## src/rtl/johnson_monitor_if.sv

```systemverilog
// Bundles the Johnson code input, the clear control and all monitor results.
// The monitor takes the slave view; the driver/observer takes the master view.
interface johnson_monitor_if;
    logic [3:0] jc;
    logic       clear;
    logic [2:0] phase;
    logic       valid;
    logic       step;
    logic       err;
    logic [7:0] revs;
    logic [6:0] hex0;
    logic [6:0] hex1;

    modport master (
        output jc, clear,
        input  phase, valid, step, err, revs, hex0, hex1
    );

    modport slave (
        input  jc, clear,
        output phase, valid, step, err, revs, hex0, hex1
    );
endinterface

```

## src/rtl/johnson_monitor.sv

```systemverilog
// Johnson counter monitor: synchronizes a 4-bit Johnson code, decodes it to a
// phase, flags illegal/out-of-order codes, and counts revolutions in BCD with
// active-low seven-segment outputs for the two digits.
module johnson_monitor #(
    parameter int MAX_REVS = 99
) (
    input  logic                 clk,
    input  logic                 reset,
    johnson_monitor_if.slave     bus
);

    localparam logic [3:0] MAX_TENS = 4'(MAX_REVS / 10);
    localparam logic [3:0] MAX_ONES = 4'(MAX_REVS % 10);

    logic [3:0] s1_q, s1_d;
    logic [3:0] s2_q, s2_d;
    logic [3:0] last_q, last_d;
    logic [2:0] phase_q, phase_d;
    logic       valid_q, valid_d;
    logic       step_q, step_d;
    logic       err_q, err_d;
    logic [7:0] revs_q, revs_d;

    logic       dec_legal;
    logic [2:0] dec_phase;
    logic       err_set;
    logic       rev_inc;
    logic [7:0] revs_inc_val;

    // Returns {legal, phase} for a Johnson code.
    function automatic logic [3:0] decode(input logic [3:0] code);
        logic [3:0] r;
        case (code)
            4'b0000: r = {1'b1, 3'd0};
            4'b0001: r = {1'b1, 3'd1};
            4'b0011: r = {1'b1, 3'd2};
            4'b0111: r = {1'b1, 3'd3};
            4'b1111: r = {1'b1, 3'd4};
            4'b1110: r = {1'b1, 3'd5};
            4'b1100: r = {1'b1, 3'd6};
            4'b1000: r = {1'b1, 3'd7};
            default: r = {1'b0, 3'd0};
        endcase
        return r;
    endfunction

    // Active-low seven-segment pattern, bit order g..a.
    function automatic logic [6:0] seg7(input logic [3:0] digit);
        logic [6:0] s;
        case (digit)
            4'd0:    s = 7'b1000000;
            4'd1:    s = 7'b1111001;
            4'd2:    s = 7'b0100100;
            4'd3:    s = 7'b0110000;
            4'd4:    s = 7'b0011001;
            4'd5:    s = 7'b0010010;
            4'd6:    s = 7'b0000010;
            4'd7:    s = 7'b1111000;
            4'd8:    s = 7'b0000000;
            4'd9:    s = 7'b0010000;
            default: s = 7'b1111111;
        endcase
        return s;
    endfunction

    // Next-state: synchronizer shift, code comparison, error and BCD revolution logic.
    always_comb begin
        s1_d    = bus.jc;
        s2_d    = s1_q;
        last_d  = last_q;
        phase_d = phase_q;
        valid_d = valid_q;
        step_d  = 1'b0;
        err_set = 1'b0;
        rev_inc = 1'b0;
        {dec_legal, dec_phase} = decode(s2_q);

        if (s2_q != last_q) begin
            last_d = s2_q;
            if (dec_legal) begin
                phase_d = dec_phase;
                valid_d = 1'b1;
                if (!valid_q) begin
                    // Recovering from an illegal code: resync without a step.
                    // The error raised on entry to the illegal code remains.
                    step_d = 1'b0;
                end else if (dec_phase == 3'(phase_q + 3'd1)) begin
                    step_d  = 1'b1;
                    rev_inc = (phase_q == 3'd7);
                end else begin
                    err_set = 1'b1;
                end
            end else begin
                valid_d = 1'b0;
                err_set = 1'b1;
            end
        end

        // A fresh error beats clear; otherwise clear drops the sticky flag.
        err_d = err_set | (err_q & ~bus.clear);

        if (revs_q == {MAX_TENS, MAX_ONES}) begin
            revs_inc_val = 8'h00;
        end else if (revs_q[3:0] == 4'd9) begin
            revs_inc_val = {4'(revs_q[7:4] + 4'd1), 4'd0};
        end else begin
            revs_inc_val = {revs_q[7:4], 4'(revs_q[3:0] + 4'd1)};
        end

        if (bus.clear) begin
            revs_d = 8'h00;
        end else if (rev_inc) begin
            revs_d = revs_inc_val;
        end else begin
            revs_d = revs_q;
        end
    end

    // State registers with asynchronous active-low reset.
    always_ff @(posedge clk or negedge reset) begin
        if (!reset) begin
            s1_q    <= 4'b0000;
            s2_q    <= 4'b0000;
            last_q  <= 4'b0000;
            phase_q <= 3'd0;
            valid_q <= 1'b1;
            step_q  <= 1'b0;
            err_q   <= 1'b0;
            revs_q  <= 8'h00;
        end else begin
            s1_q    <= s1_d;
            s2_q    <= s2_d;
            last_q  <= last_d;
            phase_q <= phase_d;
            valid_q <= valid_d;
            step_q  <= step_d;
            err_q   <= err_d;
            revs_q  <= revs_d;
        end
    end

    assign bus.phase = phase_q;
    assign bus.valid = valid_q;
    assign bus.step  = step_q;
    assign bus.err   = err_q;
    assign bus.revs  = revs_q;
    assign bus.hex0  = seg7(revs_q[3:0]);
    assign bus.hex1  = seg7(revs_q[7:4]);

endmodule
```

## src/flat_wrapper.sv

```systemverilog
// flat-port wrapper written by rule: the top's interface ports become plain ports
module johnson_monitor_flat 
#(
    parameter int MAX_REVS = 99
)
  (clk, reset, bus_jc, bus_clear, bus_phase, bus_valid, bus_step, bus_err, bus_revs, bus_hex0, bus_hex1);
  johnson_monitor_if bus_i ();
  input  logic clk;
  input  logic reset;
  input wire logic [$bits(bus_i.jc)-1:0] bus_jc;
  input wire logic [$bits(bus_i.clear)-1:0] bus_clear;
  output wire logic [$bits(bus_i.phase)-1:0] bus_phase;
  output wire logic [$bits(bus_i.valid)-1:0] bus_valid;
  output wire logic [$bits(bus_i.step)-1:0] bus_step;
  output wire logic [$bits(bus_i.err)-1:0] bus_err;
  output wire logic [$bits(bus_i.revs)-1:0] bus_revs;
  output wire logic [$bits(bus_i.hex0)-1:0] bus_hex0;
  output wire logic [$bits(bus_i.hex1)-1:0] bus_hex1;
  assign bus_i.jc = bus_jc;
  assign bus_i.clear = bus_clear;
  assign bus_phase = bus_i.phase;
  assign bus_valid = bus_i.valid;
  assign bus_step = bus_i.step;
  assign bus_err = bus_i.err;
  assign bus_revs = bus_i.revs;
  assign bus_hex0 = bus_i.hex0;
  assign bus_hex1 = bus_i.hex1;
  johnson_monitor #(.MAX_REVS(MAX_REVS)) u_core (.clk(clk), .reset(reset), .bus(bus_i));
endmodule
```

## config.mk

```make
export PLATFORM = sky130hd
export DESIGN_NAME = johnson_monitor_flat
export DESIGN_NICKNAME = d
export VERILOG_FILES = /design/src/rtl/johnson_monitor_if.sv /design/src/rtl/johnson_monitor.sv /design/src/flat_wrapper.sv
export SDC_FILE = /design/constraint.sdc
export NUM_CORES = 1
export LEC_CHECK = 0
export CORE_ASPECT_RATIO = 0.8
export CORE_UTILIZATION = 35
export DETAILED_ROUTE_END_ITERATION = 6
export SLEW_MARGIN = 20
export SYNTH_ARGS = -nofsm -noshare
export SYNTH_HDL_FRONTEND = slang
export SYNTH_SLANG_ARGS = --single-unit
```

## constraint.sdc

```tcl
create_clock -name clk -period 2.8 [get_ports clk]
set_input_delay 0.84 -clock clk [delete_from_list [all_inputs] [get_ports clk]]
set_output_delay 0.84 -clock clk [all_outputs]
set_load 0.005 [all_outputs]
```

==> results.json, run 1 <==
{
  "cp_data_arrival_time_ns": 1.91,
  "synth_edf_count": 0,
  "dieArea_um2": 5187,
  "slew_violations": 0,
  "dr.first_iter.drc_count": 53,
  "max-vdd-ir-drop_v": 0.0002126,
  "post_dp_cell_area_um2": 2095,
  "final_cell_mix": "clkdlybuf4s50_1, dfrtp_1, nand2_1, nor2_1, a21oi_1",
  "nets": 248,
  "clk_path_buf_depth": 2,
  "ys_types": 47,
  "drive_gt1_share_pct": 16.67,
  "first_pass_iters": 4,
  "num_antenna_cells": 0,
  "setup.worst_path.class": "reg -> out",
  "dp_cells": 281,
  "syn-num-nets": 211,
  "r2r-start": "u_core.bus.phase[0]",
  "vias_per_cell": 4.938,
  "max_stage_delay_ns": 0.51,
  "path_clk_slew_ns": 0.09,
  "crit_chain": "inv_1, mux2i_1, nor2_1, a31oi_1, clkdlybuf4s50_1",
  "required_ns": 1.96,
  "worst_pin_slew_ns": 0.4900,
  "synth_cells": 192,
  "grt_max_degree": 27,
  "die_h_um": 64.62,
  "startpoint_type": "flop",
  "dr_total_vias": 1422,
  "antenna_found_initial": 0,
  "cts_tree": "yes",
  "dieWidth_um": 80.27,
  "final-instance-count-excl-fill": 288,
  "async_reset_ff_share_pct": 100.0,
  "status": "finished clean",
  "numCtsBuffers": 3,
  "cp_slowest_cell": "clkdlybuf4s50_1",
  "design_area_um2": 2221,
  "multiInputGateArea_um2": 943.4,
  "grt_pass1_vias": 1317,
  "cp-startpoint": "u_core.bus.revs[7]",
  "max_freq_ghz": 0.3632,
  "finalSetupViolCount": 0,
  "fillCellCount": 470,
  "clkLatencyLatePin_ns": 0.26,
  "p_leak_uw": 0.0009813,
  "place.gp.congestion": 0.8487,
  "end_kind": "output pin",
  "worstPathMaxFanout": 9,
  "detailedPlacementHpwl_mm": 2.434,
  "cts-hold-fix-buffers": 0,
  "rsz0062_at_grt": "yes",
  "max_slew_margin_pct": 67.33,
  "antenna_left": 0,
  "ys_seq_area_share_pct": 38.00,
  "ys_ff_latch": 26,
  "core-area_um2": 4652,
  "start_util_pct": 36.87,
  "finalCritPeriodShare_pct": 98.34,
  "drc": 0,
  "grt.overflow.total": 0,
  "fin_ws_ns": 0.04649,
  "hold_class": "reg -> reg",
  "htreeDepth": 1,
  "final.min_clock_period_ns": 2.754,
  "io_pins": 35,
  "cp_top_family": "buffers and inverters",
  "seq_area_um2": 654.4,
  "max_cap_viol_count": 0,
  "skew_ns": 0.001772,
  "p_per_area_nw_per_um2": 401.1,
  "fin_util_pct": 47.74,
  "dp_worst_setup_slack_ns": 0.1999,
  "final_common_cell": "clkdlybuf4s50_1",
  "synth_flop_cell": "dfrtp_1",
  "yosys_warnings": 0,
  "syn_to_final_growth_pct": 29.47,
  "wl_mm": 3.477,
  "hold_viol": 0,
  "portBuffers": 34,
  "num_rows": 22,
  "wire_per_inst_um": 12.07,
  "groute.usage.overall_pct": 14.56,
  "cts_root_buf": "clkbuf_8",
  "holdWs_ns": 0.3529,
  "clkSinkCount": 26,
  "cp_num_buf_inv": 2,
  "min-delay-start": "u_core.s1_q[0]",
  "syn_area_per_cell_um2": 8.934,
  "grt_first_pass_wirelength_mm": 5.940,
  "synth_area_um2": 1715
}
[report_power, final]
part | leakage (uW) | total (uW) | switching [uW] | internal [uW]
combinational | 0.000627 | 163 | 71.1 | 91.8
sequential | 0.000319 | 426 | 26.5 | 400
clock | 0.0000357 | 302 | 111 | 191
[metrics by stage]
| stage | TNS [ns] | power [uW] |
|---|---|---|
| floorplan | 0 | 528.7 |
| finish | 0 | 890.8 |
| detailed placement | 0 | 599.0 |
| global placement | 0 | 596.1 |
| global route | -0.1224 | 942.1 |
| CTS | 0 | 905.0 |
[final timing paths]
path,slack (ns),end,cells past startpoint
worst max-delay path,0.05,bus_hex1[4],5
worst min-delay path,0.35,u_core.s2_q[0],0
worst max register to register,0.23,u_core.bus.revs[5],8
worst min register to register,0.35,u_core.s2_q[0],0
max in group asynchronous,1.58,u_core.bus.valid,2
min in group asynchronous,0.93,u_core.s1_q[0],2
[final cells by class]
class / instances / area share (%)
inverter: 13 / 2.197
multi-input combinational: 140 / 42.48
clock inverter: 1 / 1.352
clock buffer: 3 / 1.859
sequential: 26 / 29.46
timing repair buffer: 45 / 19.27
tap: 60 / 3.380
[state kept, by name (all words and copies together), names as in the netlist]
signal and count:
u_core.bus.revs 8, u_core.last_q 4, u_core.s1_q 4, u_core.s2_q 4
u_core.bus.phase 3, u_core.bus.err 1, u_core.bus.step 1, u_core.bus.valid 1
[cell usage after synthesis (all sizes together) (2+ instances only)]
master | n | area share, %
a21oi | 17 | 5.0
a22oi | 2 | 1.2
a31oi | 6 | 2.2
and2 | 4 | 1.5
and3 | 2 | 0.88
and3b | 3 | 1.7
buf | 6 | 3.1
clkbuf | 6 | 1.9
dfrtp | 25 | 36
ha | 12 | 8.8
inv | 13 | 2.8
nand2 | 19 | 4.2
nand2b | 2 | 0.73
nor2 | 18 | 3.9
nor3 | 2 | 0.58
nor3b | 4 | 1.8
o21ai | 13 | 3.8
o221ai | 2 | 1.0
o31ai | 2 | 0.88
or2 | 3 | 1.2
or3 | 3 | 1.1
or4 | 3 | 1.3
or4b | 2 | 1.2
xnor2 | 2 | 1.0
xor2 | 5 | 2.6
[metal layers]
layer  global-route usage, %  routed length [um]
met1                   21.20                1828
met2                   22.22                1525
met3                   2.958                  97
met4                   2.902                  27
met5                       0                   0
[kinds of logic (layout without fill, tap and decap cells)]
group,after synthesis,in the layout,share of synthesized area (%)
AND/OR/NAND/NOR,71,71,22.68
flip-flops,26,26,38.00
AO/OA/AOI/OAI,48,48,17.29
multiplexers,2,2,1.240
XOR/XNOR,7,7,3.574
buffers and inverters,26,62,8.460
adder cells (fa/ha/maj),12,12,8.753
[what timing repair did]
| action | CTS | global route |
|---|---|---|
| buffers inserted | 1 | 2 |
| gates resized for setup | 0 | 12 |
| pin swaps | 0 | 1 |
| endpoints found under the setup margin | 2 | 10 |
Power figures use the tool's default switching activity.
==> run 2, diff against run 1 <==
--- a/config.mk
+++ b/config.mk
@@ -8,7 +8,6 @@
 export CORE_ASPECT_RATIO = 0.8
 export CORE_UTILIZATION = 35
 export DETAILED_ROUTE_END_ITERATION = 6
-export SLEW_MARGIN = 20
 export SYNTH_ARGS = -nofsm -noshare
 export SYNTH_HDL_FRONTEND = slang
 export SYNTH_SLANG_ARGS = --single-unit
==> results of run 2 <==
The final DEF is identical to that of run 1; final timing and power are the same.
